## src/rtl/quad_pkg.sv

```systemverilog
// rtl/quad_pkg.sv - shared types and gray-code step decoder for the quadrature counter
package quad_pkg;

    localparam int CNT_W_DEF = 11;

    typedef enum logic [1:0] {
        DEC_NONE = 2'd0,
        DEC_INC  = 2'd1,
        DEC_DEC  = 2'd2,
        DEC_ERR  = 2'd3
    } dec_e;

    // Position of an {A,B} code along the forward cycle 00>01>11>10
    function automatic logic [1:0] gray_pos(input logic [1:0] code);
        case (code)
            2'b00:   return 2'd0;
            2'b01:   return 2'd1;
            2'b11:   return 2'd2;
            default: return 2'd3;
        endcase
    endfunction

    function automatic dec_e gray_step(input logic [1:0] prev, input logic [1:0] cur);
        logic [1:0] d;
        d = gray_pos(cur) - gray_pos(prev);
        case (d)
            2'd0:    return DEC_NONE;
            2'd1:    return DEC_INC;
            2'd3:    return DEC_DEC;
            default: return DEC_ERR;
        endcase
    endfunction

endpackage

```

## src/rtl/quad_glitch_filter.sv

```systemverilog
// rtl/quad_glitch_filter.sv - one-bit synchronizer plus stability-count glitch filter
module quad_glitch_filter #(
    parameter int SYNC_STAGES = 2,
    parameter int FILT_LEN    = 4
) (
    input  logic clk,
    input  logic rst,
    input  logic i_bypass,
    input  logic i_raw,
    output logic o_filt
);

    localparam int CW = $clog2(FILT_LEN + 1);

    logic [SYNC_STAGES-1:0] r_sync;
    logic [CW-1:0]          r_cnt;
    logic                   r_filt;
    logic                   w_sync;

    assign w_sync = r_sync[SYNC_STAGES-1];
    assign o_filt = r_filt;

    // A new level is accepted only once it has differed for FILT_LEN full cycles
    always_ff @(posedge clk) begin
        if (rst) begin
            r_sync <= '0;
            r_cnt  <= '0;
            r_filt <= 1'b0;
        end else begin
            r_sync <= {r_sync[SYNC_STAGES-2:0], i_raw};
            if (i_bypass) begin
                r_filt <= w_sync;
                r_cnt  <= '0;
            end else if (w_sync == r_filt) begin
                r_cnt <= '0;
            end else if (r_cnt == CW'(FILT_LEN)) begin
                r_filt <= w_sync;
                r_cnt  <= '0;
            end else begin
                r_cnt <= r_cnt + CW'(1);
            end
        end
    end

endmodule

```

## src/rtl/quad_coder_counter.sv

```systemverilog
// rtl/quad_coder_counter.sv - x4 quadrature decoder with wrapping position, preset and index homing
module quad_coder_counter
    import quad_pkg::*;
#(
    parameter int CNT_W       = CNT_W_DEF,
    parameter int CNT_MAX     = 2047,
    parameter int SYNC_STAGES = 2,
    parameter int FILT_LEN    = 4,
    parameter int HOME_VAL    = 0
) (
    input  logic             clk,
    input  logic             rst,
    input  logic             enc_a,
    input  logic             enc_b,
    input  logic             enc_z,
    input  logic             zero_en,
    input  logic             preset_load,
    input  logic [CNT_W-1:0] preset_val,
    input  logic             err_clr,
    output logic [CNT_W-1:0] coder,
    output logic             dir,
    output logic             step,
    output logic             index_seen,
    output logic             err
);

    localparam int              WARM   = SYNC_STAGES + FILT_LEN;
    localparam int              WARM_W = $clog2(WARM + 1);
    localparam logic [CNT_W-1:0] L_MAX  = CNT_W'(CNT_MAX);
    localparam logic [CNT_W-1:0] L_HOME = CNT_W'(HOME_VAL);
    localparam logic [CNT_W-1:0] L_ONE  = CNT_W'(1);

    logic [WARM_W-1:0] r_warm;
    logic [1:0]        r_ab_prev;
    logic              r_z_prev;
    logic [CNT_W-1:0]  r_coder;
    logic              r_dir;
    logic              r_step;
    logic              r_index;
    logic              r_err;

    logic              w_fa;
    logic              w_fb;
    logic              w_fz;
    logic              w_bypass;
    logic              w_active;
    logic              w_z_rise;
    logic [1:0]        w_ab;
    dec_e              w_dec;

    assign w_bypass = (r_warm != '0);
    assign w_active = ~w_bypass;
    assign w_ab     = {w_fa, w_fb};
    assign w_dec    = gray_step(r_ab_prev, w_ab);
    assign w_z_rise = w_active & w_fz & ~r_z_prev;

    quad_glitch_filter #(.SYNC_STAGES(SYNC_STAGES), .FILT_LEN(FILT_LEN)) u_filt_a (
        .clk(clk), .rst(rst), .i_bypass(w_bypass), .i_raw(enc_a), .o_filt(w_fa)
    );
    quad_glitch_filter #(.SYNC_STAGES(SYNC_STAGES), .FILT_LEN(FILT_LEN)) u_filt_b (
        .clk(clk), .rst(rst), .i_bypass(w_bypass), .i_raw(enc_b), .o_filt(w_fb)
    );
    quad_glitch_filter #(.SYNC_STAGES(SYNC_STAGES), .FILT_LEN(FILT_LEN)) u_filt_z (
        .clk(clk), .rst(rst), .i_bypass(w_bypass), .i_raw(enc_z), .o_filt(w_fz)
    );

    assign coder      = r_coder;
    assign dir        = r_dir;
    assign step       = r_step;
    assign index_seen = r_index;
    assign err        = r_err;

    always_ff @(posedge clk) begin
        if (rst) begin
            r_warm    <= WARM_W'(WARM);
            r_ab_prev <= 2'b00;
            r_z_prev  <= 1'b0;
            r_coder   <= L_HOME;
            r_dir     <= 1'b0;
            r_step    <= 1'b0;
            r_index   <= 1'b0;
            r_err     <= 1'b0;
        end else begin
            // History tracks the filters even during warm-up so the first live cycle sees no edge
            r_ab_prev <= w_ab;
            r_z_prev  <= w_fz;
            r_step    <= 1'b0;
            if (w_bypass) begin
                r_warm <= r_warm - WARM_W'(1);
            end
            if (w_z_rise) begin
                r_index <= 1'b1;
            end
            if (w_active && (w_dec == DEC_ERR)) begin
                r_err <= 1'b1;
            end else if (err_clr) begin
                r_err <= 1'b0;
            end
            if (preset_load) begin
                r_coder <= (preset_val > L_MAX) ? L_MAX : preset_val;
            end else if (zero_en && w_z_rise) begin
                r_coder <= L_HOME;
            end else if (w_active && (w_dec == DEC_INC)) begin
                r_coder <= (r_coder == L_MAX) ? '0 : r_coder + L_ONE;
                r_dir   <= 1'b1;
                r_step  <= 1'b1;
            end else if (w_active && (w_dec == DEC_DEC)) begin
                r_coder <= (r_coder == '0) ? L_MAX : r_coder - L_ONE;
                r_dir   <= 1'b0;
                r_step  <= 1'b1;
            end
        end
    end

endmodule

```

## config.mk

```make
export PLATFORM = sky130hd
export DESIGN_NAME = quad_coder_counter
export DESIGN_NICKNAME = d
export VERILOG_FILES = /design/src/rtl/quad_pkg.sv /design/src/rtl/quad_glitch_filter.sv /design/src/rtl/quad_coder_counter.sv
export SDC_FILE = /design/constraint.sdc
export NUM_CORES = 1
export LEC_CHECK = 0
export CAP_MARGIN = 0
export CORE_MARGIN = 2
export CORE_UTILIZATION = 49
export CTS_BUF_LIST = sky130_fd_sc_hd__clkbuf_16
export CTS_CLUSTER_SIZE = 10
export DETAILED_ROUTE_END_ITERATION = 12
export PLACE_DENSITY_LB_ADDON = 0.08
export RECOVER_POWER = 50
export REMOVE_ABC_BUFFERS = 1
export SETUP_SLACK_MARGIN = 0.02
export SLEW_MARGIN = 20
export SYNTH_ARGS = -nofsm -noshare
export SYNTH_HDL_FRONTEND = slang
export SYNTH_SLANG_ARGS = --single-unit
```

## constraint.sdc

```tcl
create_clock -name clk -period 3 [get_ports clk]
set_input_delay 0.6 -clock clk [delete_from_list [all_inputs] [get_ports clk]]
set_output_delay 0.6 -clock clk [all_outputs]
set_load 0.005 [all_outputs]
```

After elaboration in Yosys (flattened, before gate mapping)
Index checks and enable logic that the tools add are counted.
Word-level totals
  bits in registers: 39
  input bits: 19
  output and inout port bits: 15
  logic and storage cells: 98
Operators by class
  $add $sub $neg: 7
  magnitude comparators: 1
  equality and inequality tests: 19
  multiplexer cells: 25
  bitwise logic cells: 6
  reduce and logical (&&, ||, !) cells: 23
Operators with widths (count)
  11-bit two-way mux: 7
  2-bit one-hot mux with 3 select lines: 3
  1-bit two-way mux: 15
  4-bit OR reduction: 3
  11-bit by 1-bit adder with 11-bit output, second input constant: 1
  11-bit == test, second input constant: 1
  11-bit greater-than comparator, second input constant: 1
  11-bit zero test: 1
  11-bit by 1-bit subtractor with 11-bit output, second input constant: 1
  2-bit == test, second input constant: 5
  2-bit nonzero test: 5
  3-bit by 1-bit adder with 3-bit output, second input constant: 3
  3-bit == test, second input constant: 3
  2-bit by 1-bit == test with 1-bit output, second input constant: 4
  2-bit zero test: 3
  2-bit != test, second input constant: 3
  2-bit AND reduction: 3
  1-bit logical AND: 4
  1-bit NOT: 4
  4-bit nonzero test: 1
  1-bit == test: 3
  3-bit AND reduction: 1
  3-bit nonzero test: 1
  3-bit OR reduction: 1
  other kinds (3): 4

Longest topological paths before layout
  word-level depth: 11
  mapped depth: 11
  depth with buffers taken out: 9

Hierarchy
A second synthesis with hierarchy kept.
Second synthesis, totals
  cell total of the unflattened synthesis: 262
  area total of the unflattened synthesis: 2461.1 µm²
Modules (own cells, without submodules)
  quad_coder_counter: times used 1, cells each 196, area an instance 1699.1 µm², sequential area each 420.4 µm²
  quad_glitch_filter: times used 3, cells each 22, area an instance 254.0 µm², sequential area each 120.1 µm²

Worst setup path before layout
Ideal clock, no wire load.
  kind: register to register
  from: register u_filt_b.r_filt (netlist: u_filt_b.o_filt)
  to: register r_coder[2] (netlist: coder[2])
  setup time: 86 ps
  arrival: 2135 ps
  data required time: 2914 ps
  slack: 779 ps
  cell stages (with the launch flop): 9
  buffers on the path: 0
  clock period less this slack: 2221 ps
  path through: dfxtp_1 > inv_1 > ha_1 > ha_1 > xor3_2 > nor2_2 > mux2_1 > a22o_1 > a221oi_2
On the way
  word-level cells in the longest chain between the ends: 10
  elaborated cells on any way between the ends: 17
  classes of those cells: add/sub: 1; eq/ne: 6; mux: 5; reduce/logical: 5
RTL lines
  start: declaration: line quad_glitch_filter.sv:17  | logic r_filt;
  start signal: assignment: line quad_glitch_filter.sv:32  | r_filt <= w_sync;
  start signal: assignment: line quad_glitch_filter.sv:37  | r_filt <= w_sync;
  2-bit == test, or another cell as far along: line quad_pkg.sv:15  | case (code)
  2-bit one-hot mux with 3 select lines (*): line quad_pkg.sv:15
  2-bit subtractor (*): line quad_pkg.sv:25  | d = gray_pos(cur) - gray_pos(prev);
  2-bit == test, or another cell as far along: line quad_pkg.sv:26  | case (d)
  2-bit one-hot mux with 3 select lines (*): line quad_pkg.sv:26
  2-bit by 1-bit == test with 1-bit output: line quad_coder_counter.sv:103  | end else if (w_active && (w_dec == DEC_INC)) begin
  1-bit logical AND: line quad_coder_counter.sv:103
  11-bit two-way mux: line quad_coder_counter.sv:103
  11-bit two-way mux: line quad_coder_counter.sv:101  | end else if (zero_en && w_z_rise) begin
  11-bit two-way mux: line quad_coder_counter.sv:99  | if (preset_load) begin
  end signal: assignment: line quad_coder_counter.sv:100  | r_coder <= (preset_val > L_MAX) ? L_MAX : preset_val;
  end signal: assignment: line quad_coder_counter.sv:104  | r_coder <= (r_coder == L_MAX) ? '0 : r_coder + L_ONE;
  end signal: assignment: line quad_coder_counter.sv:108  | r_coder <= (r_coder == '0) ? L_MAX : r_coder - L_ONE;
  end: declaration: line quad_coder_counter.sv:36  | logic [CNT_W-1:0] r_coder;
Mark *: on every way between the ends. The rest lies on a longest branch, timed or not.
A chain may end at the register's enable or synchronous reset.

Worst setup path in the final report
Ends and elaborated chain as after synthesis.

==> metrics.txt <==
first-pass GRT wire length 9050 µm; Post-Synthesis Cells 281; Synth Cell Area 2320 µm²; Post-synth top cells 39 x dfxtp_1, 32 x nor2_1, 26 x nand2_1; clk root buf clkbuf_16; most frequent cell after synthesis dfxtp_1; WHS 0.435 ns; Yosys warnings 0; peak supply drop 0.336 mV; synthesized flop and latch total 39; final wirelength 5300 µm; number of synthesized flops with an enable pin 0; Worst EP required 3.20 ns; Startpoint Class flip-flop; DRT Pass-1 Iters 4; placed cells 360; relative slew slack 0.560; asr flop ratio synth 0; Antenna Cells 0; pin count of the biggest net entering global routing 17; critical path arrival 2.60 ns; DRC marker count from the first detailed-route iteration approximately 230; Top cell by count, worst path ha_1; clock-pin slew on the worst setup and hold paths 0.06 ns; die height 72.8 µm; Max clock buf depth 2; TritonCTS clock tree yes; post-synthesis area per instance 8.25 µm²; Layout area overhead 22.1%; Final Wtd Congestion between 0.8 and 0.9; routed length per placed instance 14.4 µm; I/O Pins 34; DR vias 2059; area of the die between 5000 and 6000 µm²; RSZ-0062 raised after global routing no; f_max 416 MHz; Seq/Total Area, Yosys 0.337; Reg2Reg Setup Slack 0.60 ns; Clock Skew about 0.006 ns; layout cells sized above 1 0.0860; area share of the largest cell type after synthesis 0.337; Finished Core Util 0.612; Top FF cell, synth dfxtp_1; clk sinks 39; cts repair resizes 0; CP Capture Type flip-flop; total track usage 0.218; Critical-path top delay cell dfxtp_1; TritonCTS Buffers 5; WS Path Type reg -> reg; H-tree depth 2; final cell count without fillers 368; residual DRC count 0; fillcell total 446; Yosys top cell by area dfxtp_1; total gr overflow 0; Lkg Pwr 1.10 nW; worst skew pair latency 0.28 ns; Hold Buf Count CTS 0; Starting Density 0.501; count of final setup violators 0; status finished clean; port bufs 33; chip width roughly 73 µm; Cell Pwr Density roughly 470 nW/µm²; post-synth cell types between 50 and 60; final hold viol count 0; synth top area cells dfxtp_1 34%, ha_1 8.6%, nor2_1 5.2%; Setup Fix Bufs, Post-CTS 0; HPWL after DPL 3860 µm; minimum clock period 2.40 ns; CP Max Fanout 9; Hold WC Path Type reg -> reg; CORE AREA 4630 µm²; Setup TNS 0 ns; Final Slew Violations 0; final cycle utilization of the critical path 0.801; Final Net Count about 350; Max Cap Viol 0; initial antenna violation count 0; vias in the first global route 1903; Worst-Margin Slew 0.661 ns; crit path cell chain inv_1 -> ha_1 -> ha_1 -> nand2b_1 -> nor2_2 -> mux2_1 -> a22o_1 -> a221oi_2; ANT nets after route 0; slowest stage delay, CP 0.39 ns; std cell rows 25; routed vias/inst 5.60
==> routing by layer <==
metal | GRT usage | vias up | routed length, µm | part of all wire
li1 | - | 1048 | - | -
met1 | 0.317 | 936 | 2540 | 0.48
met2 | 0.321 | 66 | 2380 | 0.45
met4 | 0.0700 | 0 | 73 | 0.014
met3 | 0.0456 | 9 | 311 | 0.059
met5 | 0 | - | 0 | 0
==> kinds of logic after synthesis <==
| kind of cell | count (synthesis) | share of synthesized area |
|---|---|---|
| fa+ha+maj | 16 | 0.0863 |
| compound gates | 65 | 0.187 |
| mux | 2 | 0.00917 |
| xor+xnor | 13 | 0.0621 |
| simple gates | 112 | 0.252 |
| buf+inv | 34 | 0.0664 |
| flops | 39 | 0.337 |
==> cell type report <==
class / instances / area (µm²) / share of cell area
inverters: 18 / 67.6 / 0.0239
clock buffers: 5 / 125 / 0.0442
flip-flops and latches: 39 / 781 / 0.276
multi-input cells: 208 / 1380 / 0.489
repair buffers: 41 / 387 / 0.137
clock inverters: 3 / 20.0 / 0.00707
well taps: 54 / 67.6 / 0.0239
==> worst paths after layout <==
check                startpoint                 end  cells past startpoint
max             u_filt_b.o_filt            coder[2]                      8
max reg2reg     u_filt_b.o_filt            coder[2]                      8
min reg2reg  u_filt_a.r_sync[0]  u_filt_a.r_sync[1]                      1
min          u_filt_a.r_sync[0]  u_filt_a.r_sync[1]                      1
==> placed cells by master (no fill, tap or decap), drive strengths merged, types with 3 or more instances in the layout <==
master / n
nand2: 27
buf: 7
dfxtp: 39
inv: 18
dlygate4sd3: 3
clkbuf: 6
o21ai: 11
clkdlybuf4s50: 30
nor3b: 3
xor2: 5
nand4b: 3
and4: 3
nor3: 6
a31oi: 5
a211oi: 5
a221oi: 3
nor2: 35
nand3: 12
nor2b: 12
xnor2: 6
a21oi: 23
ha: 16
nand4: 4
==> where the power goes <==
part	switching, mW	internal, mW	total, mW
clock	0.215	0.306	0.521
combinational	0.111	0.117	0.229
sequential	0.0346	0.542	0.576
==> sequential cells by signal, summed over array words and instances, names as in the netlist <==
signal,count
u_filt_a.o_filt,1
index_seen,1
err,1
dir,1
r_z_prev,1
u_filt_a.r_sync,2
u_filt_z.r_cnt,3
u_filt_z.o_filt,1
r_ab_prev,2
u_filt_z.r_sync,2
u_filt_b.r_cnt,3
u_filt_b.o_filt,1
coder,11
u_filt_a.r_cnt,3
step,1
r_warm,3
u_filt_b.r_sync,2
==> worst max-delay path, delay by kind of cell, from the launching register on <==
family / cells / cell delay (ns)
DFF: 1 / 0.39
buffers and inverters: 1 / 0.08
adders and majority gates: 2 / 0.60
AOI/OAI and AO/OA: 2 / 0.42
and+or+nand+nor: 2 / 0.50
muxes: 1 / 0.33
==> metrics by stage <==
stage                     setup WS [ns]  cell area (µm²)  power, mW
after global routing              0.438             2830       1.39
after detailed placement          0.608             2690      0.815
after global placement            0.696             2690      0.814
after CTS                         0.594             2840       1.34
final                             0.597             2830       1.33
after floorplan                   0.597             2230      0.717
Note: power is estimated with default switching activity, not from simulation.
